File: config.mk
export PLATFORM = sky130hd
export DESIGN_NAME = ula_sequenciador
export DESIGN_NICKNAME = d
export VERILOG_FILES = /design/src/rtl/ula_sequenciador_pkg.sv /design/src/rtl/key_sync_edge.sv /design/src/rtl/ula_sequenciador.sv
export SDC_FILE = /design/constraint.sdc
export NUM_CORES = 1
export LEC_CHECK = 0
export CORE_MARGIN = 2
export CORE_UTILIZATION = 40
export CTS_BUF_LIST = sky130_fd_sc_hd__clkbuf_16
export DETAILED_ROUTE_END_ITERATION = 10
export GPL_TIMING_DRIVEN = 0
export HOLD_SLACK_MARGIN = 0.12
export PLACE_DENSITY = 0.65
export SYNTH_ARGS = -nofsm -noshare
export SYNTH_HDL_FRONTEND = slang
export SYNTH_HIERARCHICAL = 1
export SYNTH_SLANG_ARGS = --single-unit
export TNS_END_PERCENT = 30
File: constraint.sdc
create_clock -name clk -period 5.7 [get_ports clk]
set_clock_uncertainty 0.05 [all_clocks]
set_input_delay 1.14 -clock clk [delete_from_list [all_inputs] [get_ports clk]]
set_output_delay 1.14 -clock clk [all_outputs]
set_load 0.01 [all_outputs]
File: src/rtl/ula_sequenciador_pkg.sv
// Shared types and operation codes for the ULA sequencer.
package ula_sequenciador_pkg;

  typedef enum logic [2:0] {
    ST_IDLE   = 3'd0,
    ST_LOAD   = 3'd1,
    ST_SETTLE = 3'd2,
    ST_SAMPLE = 3'd3,
    ST_HOLD   = 3'd4,
    ST_DONE   = 3'd5
  } state_t;

  localparam logic [2:0] OP_SOMA = 3'b000;
  localparam logic [2:0] OP_SUB  = 3'b001;
  localparam logic [2:0] OP_AND  = 3'b010;
  localparam logic [2:0] OP_OR   = 3'b011;
  localparam logic [2:0] OP_MULT = 3'b100;
  localparam logic [2:0] OP_XOR  = 3'b101;
  localparam logic [2:0] OP_DIV  = 3'b110;
  localparam logic [2:0] OP_NONE = 3'b111;

  localparam int NUM_OPS = 7;

endpackage

File: src/rtl/key_sync_edge.sv
// Synchronizes an active-low asynchronous button and emits a one-cycle
// pulse on the synchronized press (1->0) edge. Holding gives one pulse.
module key_sync_edge #(
  parameter int SYNC_STAGES = 2
) (
  input  logic clk,
  input  logic rst_n,
  input  logic key_n_i,
  output logic press_o
);

  logic [SYNC_STAGES-1:0] sync_q;
  logic                   prev_q;

  // Synchronizer chain plus one delayed copy of the synchronized level.
  always_ff @(posedge clk or negedge rst_n) begin
    if (!rst_n) begin
      sync_q <= '1;
      prev_q <= 1'b1;
    end else begin
      sync_q <= {sync_q[SYNC_STAGES-2:0], key_n_i};
      prev_q <= sync_q[SYNC_STAGES-1];
    end
  end

  assign press_o = prev_q & ~sync_q[SYNC_STAGES-1];

endmodule

File: src/rtl/ula_sequenciador.sv
// Steps the ULA selector through every operation, latching operands on
// start and capturing each result and error flag for the display path.
module ula_sequenciador
  import ula_sequenciador_pkg::*;
#(
  parameter int DWELL_CYCLES = 50000000,
  parameter int SYNC_STAGES  = 2,
  parameter int LAST_OP      = 6
) (
  input  logic       clk,
  input  logic       rst_n,
  input  logic       key_start_n,
  input  logic       key_step_n,
  input  logic       auto_mode,
  input  logic [3:0] sw_a,
  input  logic [3:0] sw_b,
  input  logic       sw_cin,
  input  logic [7:0] alu_result,
  input  logic       alu_error,
  output logic [3:0] a_reg,
  output logic [3:0] b_reg,
  output logic       cin_reg,
  output logic [2:0] seletor,
  output logic [7:0] result_hold,
  output logic       result_valid,
  output logic [6:0] err_mask,
  output logic       busy,
  output logic       done
);

  localparam int              CNT_W      = $clog2(DWELL_CYCLES);
  localparam logic [CNT_W-1:0] DWELL_LAST = CNT_W'(DWELL_CYCLES - 1);
  localparam logic [2:0]      LAST_SEL   = 3'(LAST_OP);

  state_t           state_q, state_d;
  logic [3:0]       a_q, a_d, b_q, b_d;
  logic             cin_q, cin_d;
  logic [2:0]       sel_q, sel_d;
  logic [7:0]       hold_q, hold_d;
  logic             valid_q, valid_d;
  logic [6:0]       mask_q, mask_d;
  logic [CNT_W-1:0] cnt_q, cnt_d;
  logic             start_press, step_press, advance;

  key_sync_edge #(.SYNC_STAGES(SYNC_STAGES)) u_start_sync (
    .clk     (clk),
    .rst_n   (rst_n),
    .key_n_i (key_start_n),
    .press_o (start_press)
  );

  key_sync_edge #(.SYNC_STAGES(SYNC_STAGES)) u_step_sync (
    .clk     (clk),
    .rst_n   (rst_n),
    .key_n_i (key_step_n),
    .press_o (step_press)
  );

  // State register together with the operand, result and dwell registers.
  always_ff @(posedge clk or negedge rst_n) begin
    if (!rst_n) begin
      state_q <= ST_IDLE;
      a_q     <= '0;
      b_q     <= '0;
      cin_q   <= 1'b0;
      sel_q   <= OP_SOMA;
      hold_q  <= '0;
      valid_q <= 1'b0;
      mask_q  <= '0;
      cnt_q   <= '0;
    end else begin
      state_q <= state_d;
      a_q     <= a_d;
      b_q     <= b_d;
      cin_q   <= cin_d;
      sel_q   <= sel_d;
      hold_q  <= hold_d;
      valid_q <= valid_d;
      mask_q  <= mask_d;
      cnt_q   <= cnt_d;
    end
  end

  // Next state and register updates; a start press overrides everything.
  always_comb begin
    state_d = state_q;
    a_d     = a_q;
    b_d     = b_q;
    cin_d   = cin_q;
    sel_d   = sel_q;
    hold_d  = hold_q;
    valid_d = 1'b0;
    mask_d  = mask_q;
    cnt_d   = cnt_q;
    advance = 1'b0;
    if (start_press) begin
      state_d = ST_LOAD;
    end else begin
      case (state_q)
        ST_IDLE: state_d = ST_IDLE;
        ST_LOAD: begin
          a_d     = sw_a;
          b_d     = sw_b;
          cin_d   = sw_cin;
          sel_d   = OP_SOMA;
          mask_d  = '0;
          state_d = ST_SETTLE;
        end
        ST_SETTLE: state_d = ST_SAMPLE;
        ST_SAMPLE: begin
          hold_d  = alu_result;
          valid_d = 1'b1;
          cnt_d   = '0;
          for (int i = 0; i < NUM_OPS; i++) begin
            if (sel_q == 3'(i)) mask_d[i] = alu_error;
          end
          state_d = ST_HOLD;
        end
        ST_HOLD: begin
          if (auto_mode) begin
            if (cnt_q == DWELL_LAST) advance = 1'b1;
            else                     cnt_d   = cnt_q + CNT_W'(1);
          end else if (step_press) begin
            advance = 1'b1;
          end
          if (advance) begin
            if (sel_q == LAST_SEL) begin
              state_d = ST_DONE;
            end else begin
              sel_d   = sel_q + 3'd1;
              state_d = ST_SETTLE;
            end
          end
        end
        ST_DONE: state_d = ST_DONE;
        default: state_d = ST_IDLE;
      endcase
    end
  end

  // Status flags decoded from the current state.
  always_comb begin
    busy = 1'b0;
    done = 1'b0;
    case (state_q)
      ST_LOAD, ST_SETTLE, ST_SAMPLE, ST_HOLD: busy = 1'b1;
      ST_DONE:                                done = 1'b1;
      default:                                busy = 1'b0;
    endcase
  end

  assign a_reg        = a_q;
  assign b_reg        = b_q;
  assign cin_reg      = cin_q;
  assign seletor      = sel_q;
  assign result_hold  = hold_q;
  assign result_valid = valid_q;
  assign err_mask     = mask_q;

endmodule
---- After elaboration in Yosys (flattened, before gate mapping) ----
Cells that the tools add are included.
storage, ports and cells
  word-level logic and storage cells ...... 93
  register bits after elaboration ......... 63
  input port bits ......................... 23
  output and inout bits ................... 30
cells by class
  muxes and demuxes ....................... 27
  bitwise logic cells ..................... 5
  add/subtract/negate cells ............... 2
  eq/ne operators ......................... 24
  reduce and logical (&&, ||, !) cells .... 16
operator list
  cell                     number
  $mux W26                 2
  $pmux W26 S2             1
  $add A26 B1 Y26 const B  1
  $eq A26 B26 Y1 const B   1
  $ne A2 B2 Y1 const B     11
  $reduce_and A3 Y1        7
  $mux W1                  16
  $eq A3 B3 Y1 const B     5
  $mux W3                  5
  $pmux W3 S5              1
  $pmux W7 S2              1
  $eq A3 B2 Y1 const B     4
  $reduce_and A4 Y1        2
  $eq A3 B1 Y1 const B     2
  $pmux W3 S2              1
  $reduce_bool A2 Y1       3
  $reduce_and A2 Y1        2
  $reduce_or A4 Y1         1
  $add A3 B1 Y3 const B    1
  $logic_not A3 Y1         1
  $ne A3 B3 Y1 const B     1
  $not A1 Y1               3
  $and A1 B1 Y1            2

---- Depth between registers and ports, before layout ----
Gate-level depths: netlist of run 1.
  depth in word-level cells ............... 9
  gate-level depth with buffers ........... 8
  gate-level depth less buffers ........... 6

---- By module ----
The synthesis of run 1 kept the hierarchy.
modules (own cells, without submodules)
  module            sequential area each (um2)  cells each  area an instance (um2)  times used
  ula_sequenciador  1,426.4                     306         2,975.4                 1
  key_sync_edge     78.8                        4           92.6                    2

---- Worst setup path after synthesis of run 1 ----
No wires, ideal clock.
  path type ............................... input to register
  start ................................... input auto_mode
  end ..................................... register cnt_q[17]
  cell stages on the path ................. 6
  path slack .............................. 3.016 ns
  arrival ................................. 2.557 ns
  required time ........................... 5.573 ns
  setup time .............................. 0.077 ns
  cell sequence ........................... nand4bb_1 > a21oi_2 > o21ai_4 > buf_6 > or4_2 > a21oi_2
on the way
  cells in the longest elaborated chain, start to end .. 2
ends and longest elaborated chain
  what                         line                    RTL
  from (decl)                  ula_sequenciador.sv:14  input logic auto_mode,
  $ne A2 B2 Y1 (no line)       -
  $reduce_and A4 Y1 (no line)  -
  to (signal assigned)         ula_sequenciador.sv:80  cnt_q <= cnt_d;
  to (decl)                    ula_sequenciador.sv:42  logic [CNT_W-1:0] cnt_q, cnt_d;
Every way passes these cells.
A chain may end at the register's enable or synchronous reset.

---- Worst setup path after layout of run 1 ----
Ends and elaborated chain as after synthesis.

==> results.json, run 1 <==
{
  "status": "finished clean",
  "die_y_um": 92.89,
  "nets": 406,
  "arrival_ns": 3.33,
  "worstPathMaxFanout": 10,
  "crit_path_top_delay_cell": "or4_2",
  "syn_to_final_growth_pct": 29.30,
  "cts_hold_buf": 0,
  "start_kind": "input port",
  "hold_path.class": "reg2reg",
  "max_slew_margin": 0.4172,
  "gr-usage-all-layers": 0.1795,
  "placementRows": 32,
  "synthesis.area_um2": 3161,
  "clk_path_buf_depth": 2,
  "viasPerCell": 5.312,
  "vias": 2571,
  "die_area_um2": 8629,
  "die_width_um": 92.89,
  "cpPeakStageDelay_ns": 0.67,
  "ys_ff_latch": 63,
  "p_leak_nw": 1.738,
  "vdd_ir_drop_max_mv": 0.2377,
  "clkSinkCount": 63,
  "root_buffer": "clkbuf_16",
  "synth_edf_count": 0,
  "crit_buf_inv": 2,
  "dp.cells": 468,
  "rsz0062_at_grt": "false",
  "powerDensity_nw_per_um2": 431.2,
  "insertion_delay_ns": 0.33,
  "slew_viol_final": 0,
  "end_kind": "flip-flop",
  "netlist_instances": 314,
  "numCtsBuffers": 9,
  "cts_setup_buffers": 0,
  "antenna_cells": 0,
  "place_hpwl_um": 4813,
  "routed_wl_um": 7095,
  "setup_tns_ns": 0,
  "regArea_um2": 1584,
  "drt_iter0_markers": 164,
  "largest_reg_flops": 26,
  "final.min_clock_period_ns": 3.134,
  "synth_ff_type": "dfrtp_1",
  "post-route-period-util": 0.5499,
  "h-tree-depth": 3,
  "routabilityCongestion": 0.7873,
  "synth_top_area_frac": 0.4513,
  "hold_viol": 0,
  "yosysMostFrequentCell": "nand2_1",
  "port_buffers": 52,
  "yosysUniqueCellTypes": 50,
  "worst_pin_slew_ns": 0.8675,
  "drc": 0,
  "antenna_found_initial": 0,
  "synth_fp_nets": 343,
  "yosysWarnings": 6,
  "grt_pass1_wl_um": 12230,
  "cp_top_family": "simple AND/OR/NAND/NOR gates",
  "cp.required_ns": 5.90,
  "layout-drive-gt1-share": 0.1963,
  "fin_area_um2": 4086,
  "grt_overflow": 0,
  "tritoncts": "done",
  "crit_chain": "clkdlybuf4s50_1 > nand4bb_1 > a21oi_2 > o21ai_4 > buf_6 > or4_2 > a21oi_2",
  "grt_max_degree": 64,
  "yosysSeqAreaShare": 0.5012,
  "io_pins": 53,
  "path_class": "in2reg",
  "coreArea_um2": 7687,
  "cpMostUsedCell": "a21oi_2",
  "grt_pass1_vias": 2501,
  "dr.pass1.iters": 4,
  "fin_cells": 484,
  "syn_area_per_cell_um2": 10.07,
  "yosysTopAreaCell": "dfrtp_1",
  "cts.clk_slew.worst_paths_ns": 0.05,
  "ant_nets": 0,
  "wire_per_inst_um": 14.66,
  "cap_violations": 0,
  "fmax_mhz": 319.0,
  "multi_input_area_um2": 1440,
  "dpl-instance-area_um2": 3806,
  "nFillCells": 722,
  "synthTopCellsByArea": "dfrtp_1 45%, nand2_1 8.4%, dfstp_2 5.0%",
  "initial_utilization": 0.4111,
  "synthTopCellsByCount": "71 x nand2_1, 57 x dfrtp_1, 15 x a21oi_2",
  "cts_resized": 0,
  "finalSetupViolations": 0,
  "async_flop_share": 1.000,
  "top_register": "cnt_q"
}
-- cells in the final DEF, fill, tap and decap left out, drive strengths merged, types with 6 or more instances in the layout --
cell type and count:
nand2 71, dfrtp 57, clkdlybuf4s50 51, a21oi 25, or4 18, clkbuf 16
nor2 14, o31ai 13, nand3 10, inv 10, o21ai 10, or3 9
mux2 8, buf 8, nand4 6, ha 6, dfstp 6
-- area by class of cell --
class / count / share of cell area
Inverter: 9 / 0.008267
Multi-Input combinational cell: 228 / 0.3524
Tap cell: 102 / 0.03123
Clock inverter: 7 / 0.01347
Buffer: 14 / 0.02511
Timing Repair Buffer: 52 / 0.1268
Sequential cell: 63 / 0.3876
Clock buffer: 9 / 0.05511
-- power by group --
part	total (mW)	switching [mW]	internal [mW]
combinational	0.627	0.315	0.312
clock	0.523	0.193	0.330
sequential	0.612	0.0588	0.553
total	1.76	0.567	1.20
-- metal layers --
metal  global-route usage  share of wire  vias up
met5                    0              0        -
met2               0.2627           0.46       51
met3              0.04801          0.039       15
met4              0.06618          0.019        0
met1               0.2551           0.48     1258
li1                     -              -     1247
-- worst paths after layout --
| path | slack, ns | depth (start not counted) | endpoint | from |
|---|---|---|---|---|
| max | 2.57 | 7 | cnt_q[17] | auto_mode |
| min | 0.30 | 0 | u_step_sync/sync_q[1] | u_step_sync/sync_q[0] |
| max reg2reg | 3.00 | 5 | seletor[2] | cnt_q[18] |
| min reg2reg | 0.30 | 0 | u_step_sync/sync_q[1] | u_step_sync/sync_q[0] |
| max in group asynchronous | 4.23 | 1 | err_mask[4] | rst_n |
| min in group asynchronous | 0.84 | 1 | result_hold[7] | rst_n |
-- per-stage QoR --
stage | utilization | total power, mW | setup WS [ns] | hold slack, ns
finish | 0.5316 | 1.762 | 2.566 | 0.3036
floorplan | - | 0.9539 | 3.016 | 0.2952
global placement | 0.4954 | 1.243 | 1.286 | 0.2974
global route | 0.5316 | 1.874 | 2.500 | 0.3080
detailed placement | 0.4951 | 1.250 | 2.271 | 0.2979
CTS | 0.5316 | 1.779 | 2.563 | 0.3049
-- logic make-up (layout without fill, tap and decap cells) --
| family | count (synthesis) | in the layout | synth area share |
|---|---|---|---|
| AOI/OAI and AO/OA | 58 | 58 | 0.1354 |
| xor gates and xnor gates | 4 | 4 | 0.01109 |
| adders and majority gates | 6 | 6 | 0.02375 |
| buffers and inverters | 23 | 91 | 0.04315 |
| DFF | 63 | 63 | 0.5012 |
| muxes | 10 | 10 | 0.03484 |
| and+or+nand+nor | 150 | 150 | 0.2506 |
Note: power is estimated with default switching activity, not from simulation.
==> inputs of run 2 (changes only) <==
- clock period: 5.7 -> 2.98 ns (I/O delays scaled with it)
==> results of run 2 <==
The final DEF is identical to that of run 1. Status: finished clean.
Main changes from that run: setup slack after placement 2.271 ns -> 0.09469 ns; setup slack after layout 2.566 ns -> 0.2768 ns; hold slack 0.3036 ns -> 0.2979 ns; start point of the critical path auto_mode -> cnt_q[18]; end point of the critical path cnt_q[17] -> seletor[2]; register-to-register setup slack 3.00 ns -> 0.28 ns; total power 1.762 mW -> 3.371 mW; worst IR drop on VDD 0.2377 mV -> 0.4547 mV
==> inputs of run 3 (changes only) <==
- CORE_UTILIZATION: 40 -> 25
- PLACE_DENSITY: 0.65 -> 0.46
- RECOVER_POWER: unset -> 50
==> run 3 against run 2 <==
Effect of this change:
- the run now ends with capacitance limit, slew limit left
- maximum frequency increased by 0.14%
- total power decreased by 0.41%
- global-route usage fell by 5.7 points
- routed wire length is 6.7% higher
- clock power is essentially flat
- worst hold slack gained 0.011 ns
- sequential power hardly changed
- die area grew 57%
- critical path type unchanged
- largest power group unchanged
==> results.json, run 3 (synthesis results as in run 1) <==
{
  "use_met2": 0.1857,
  "final.min_clock_period_ns": 2.699,
  "nets": 406,
  "coreArea_um2": 12470,
  "cp.required_ns": 3.15,
  "drt_iter0_markers": 108,
  "end_kind": "flip-flop",
  "status": "complete, but fails checks",
  "grt_pass1_vias": 2506,
  "multi_input_area_um2": 1440,
  "p_seq_frac": 0.348,
  "setup_tns_ns": 0,
  "tritoncts": "done",
  "switchingPower_mw": 1.090,
  "dr.pass1.iters": 4,
  "regArea_um2": 1584,
  "nFillCells": 1273,
  "worstPathMaxFanout": 7,
  "p_total_mw": 3.357,
  "finalSetupViolations": 0,
  "largest_reg_flops": 26,
  "top_register": "cnt_q",
  "vdd_ir_drop_max_mv": 0.2881,
  "viasPerCell": 4.579,
  "grt_pass1_wl_um": 12680,
  "numCtsBuffers": 9,
  "clkSinkCount": 63,
  "routabilityCongestion": 0.7348,
  "gr-usage-met3": 0.03529,
  "rsz0062_at_grt": "false",
  "arrival_ns": 2.87,
  "die_width_um": 116.4,
  "grt_max_degree": 64,
  "die_area_um2": 13560,
  "violations": "capacitance limit, slew limit",
  "cts.clk_slew.worst_paths_ns": 0.06,
  "cts_resized": 0,
  "powerDensity_nw_per_um2": 804.2,
  "ant_nets": 0,
  "drc": 0,
  "clk_path_buf_depth": 2,
  "cts_hold_buf": 0,
  "switching_share": 0.3248,
  "p_leak_nw": 1.748,
  "layout_setup_ws_ns": 0.2806,
  "fmax_mhz": 370.4,
  "power.share.clock": 0.298,
  "routed_wl_um": 7570,
  "die_y_um": 116.4,
  "antenna_found_initial": 0,
  "insertion_delay_ns": 0.33,
  "dpl-instance-area_um2": 3894,
  "max_slew_margin": -0.06781,
  "gr-usage-all-layers": 0.1227,
  "hold-worst-slack_ns": 0.3092,
  "port_buffers": 52,
  "fin_area_um2": 4174,
  "pre_cts_ws_ns": 0.03592,
  "layout-drive-gt1-share": 0.1911,
  "start_kind": "flip-flop",
  "pwr-share-comb": 0.354,
  "post-route-period-util": 0.9059,
  "grt_overflow": 0,
  "slew_viol_final": 64,
  "grt_use_met1": 0.1673,
  "vias": 2537,
  "antenna_cells": 0,
  "final_cell_mix": "71 x nand2_1, 57 x dfrtp_1, 40 x clkdlybuf4s50_1, 15 x a21oi_2",
  "p_int_mw": 2.266,
  "syn_to_final_growth_pct": 32.07,
  "grt_busiest_layer": "met2",
  "io_pins": 53,
  "h-tree-depth": 3,
  "root_buffer": "clkbuf_16",
  "path_class": "reg2reg",
  "cts_setup_buffers": 0,
  "place_hpwl_um": 5142,
  "hold_viol": 0,
  "worst_pin_slew_ns": 1.602,
  "hold_path.class": "reg2reg",
  "placementRows": 41,
  "initial_utilization": 0.2535,
  "cap_violations": 1,
  "final_common_cell": "nand2_1",
  "wire_per_inst_um": 13.66
}
[run 3: final timing paths]
kind                                             start                     end  slack [ns]  cells past startpoint
worst max-delay path                         cnt_q[18]              seletor[2]        0.28                      5
worst min register to register  u_start_sync/sync_q[0]  u_start_sync/sync_q[1]        0.31                      0
max in group asynchronous                        rst_n               cnt_q[11]        1.31                      1
worst min-delay path            u_start_sync/sync_q[0]  u_start_sync/sync_q[1]        0.31                      0
worst max register to register               cnt_q[18]              seletor[2]        0.28                      5
min in group asynchronous                        rst_n          result_hold[4]        0.61                      1
[run 3: routing by layer]
metal  up-vias  wire length, µm
li1       1253                -
met4         0              100
met1      1235             3646
met5         -                0
met3         7              295
met2        42             3527
[run 3: metrics by stage]
stage                     instances    util
after global routing            554  0.3348
final                           554  0.3348
after global placement          538  0.3126
after detailed placement        538  0.3124
after CTS                       554  0.3350
after floorplan                 314       -
[run 3: power by group through the flow]
stage / logic [mW] / registers (mW) / clock network (mW)
finish: 1.19 / 1.17 / 0.999
global route: 1.32 / 1.20 / 1.08
CTS: 1.24 / 1.18 / 1.03
detailed placement: 1.23 / 1.19 / 0
global placement: 1.23 / 1.18 / 0
floorplan: 0.575 / 1.25 / 0
[run 3: layout make-up]
| class | count | area share |
|---|---|---|
| clock inverters | 7 | 0.01379 |
| inverters | 9 | 0.008094 |
| repair buffers | 52 | 0.1235 |
| multi-input cells | 228 | 0.3450 |
| well taps | 172 | 0.05156 |
| clock buffers | 9 | 0.05396 |
| flip-flops and latches | 63 | 0.3795 |
| plain buffers | 14 | 0.02458 |
[run 3: worst max-delay path, cell delays in order (launching register included)]
cell	delay, ns
dfrtp_1	0.45
or4_1	0.57
nor4_1	0.42
a31oi_1	0.27
or4_4	0.50
mux2_1	0.32
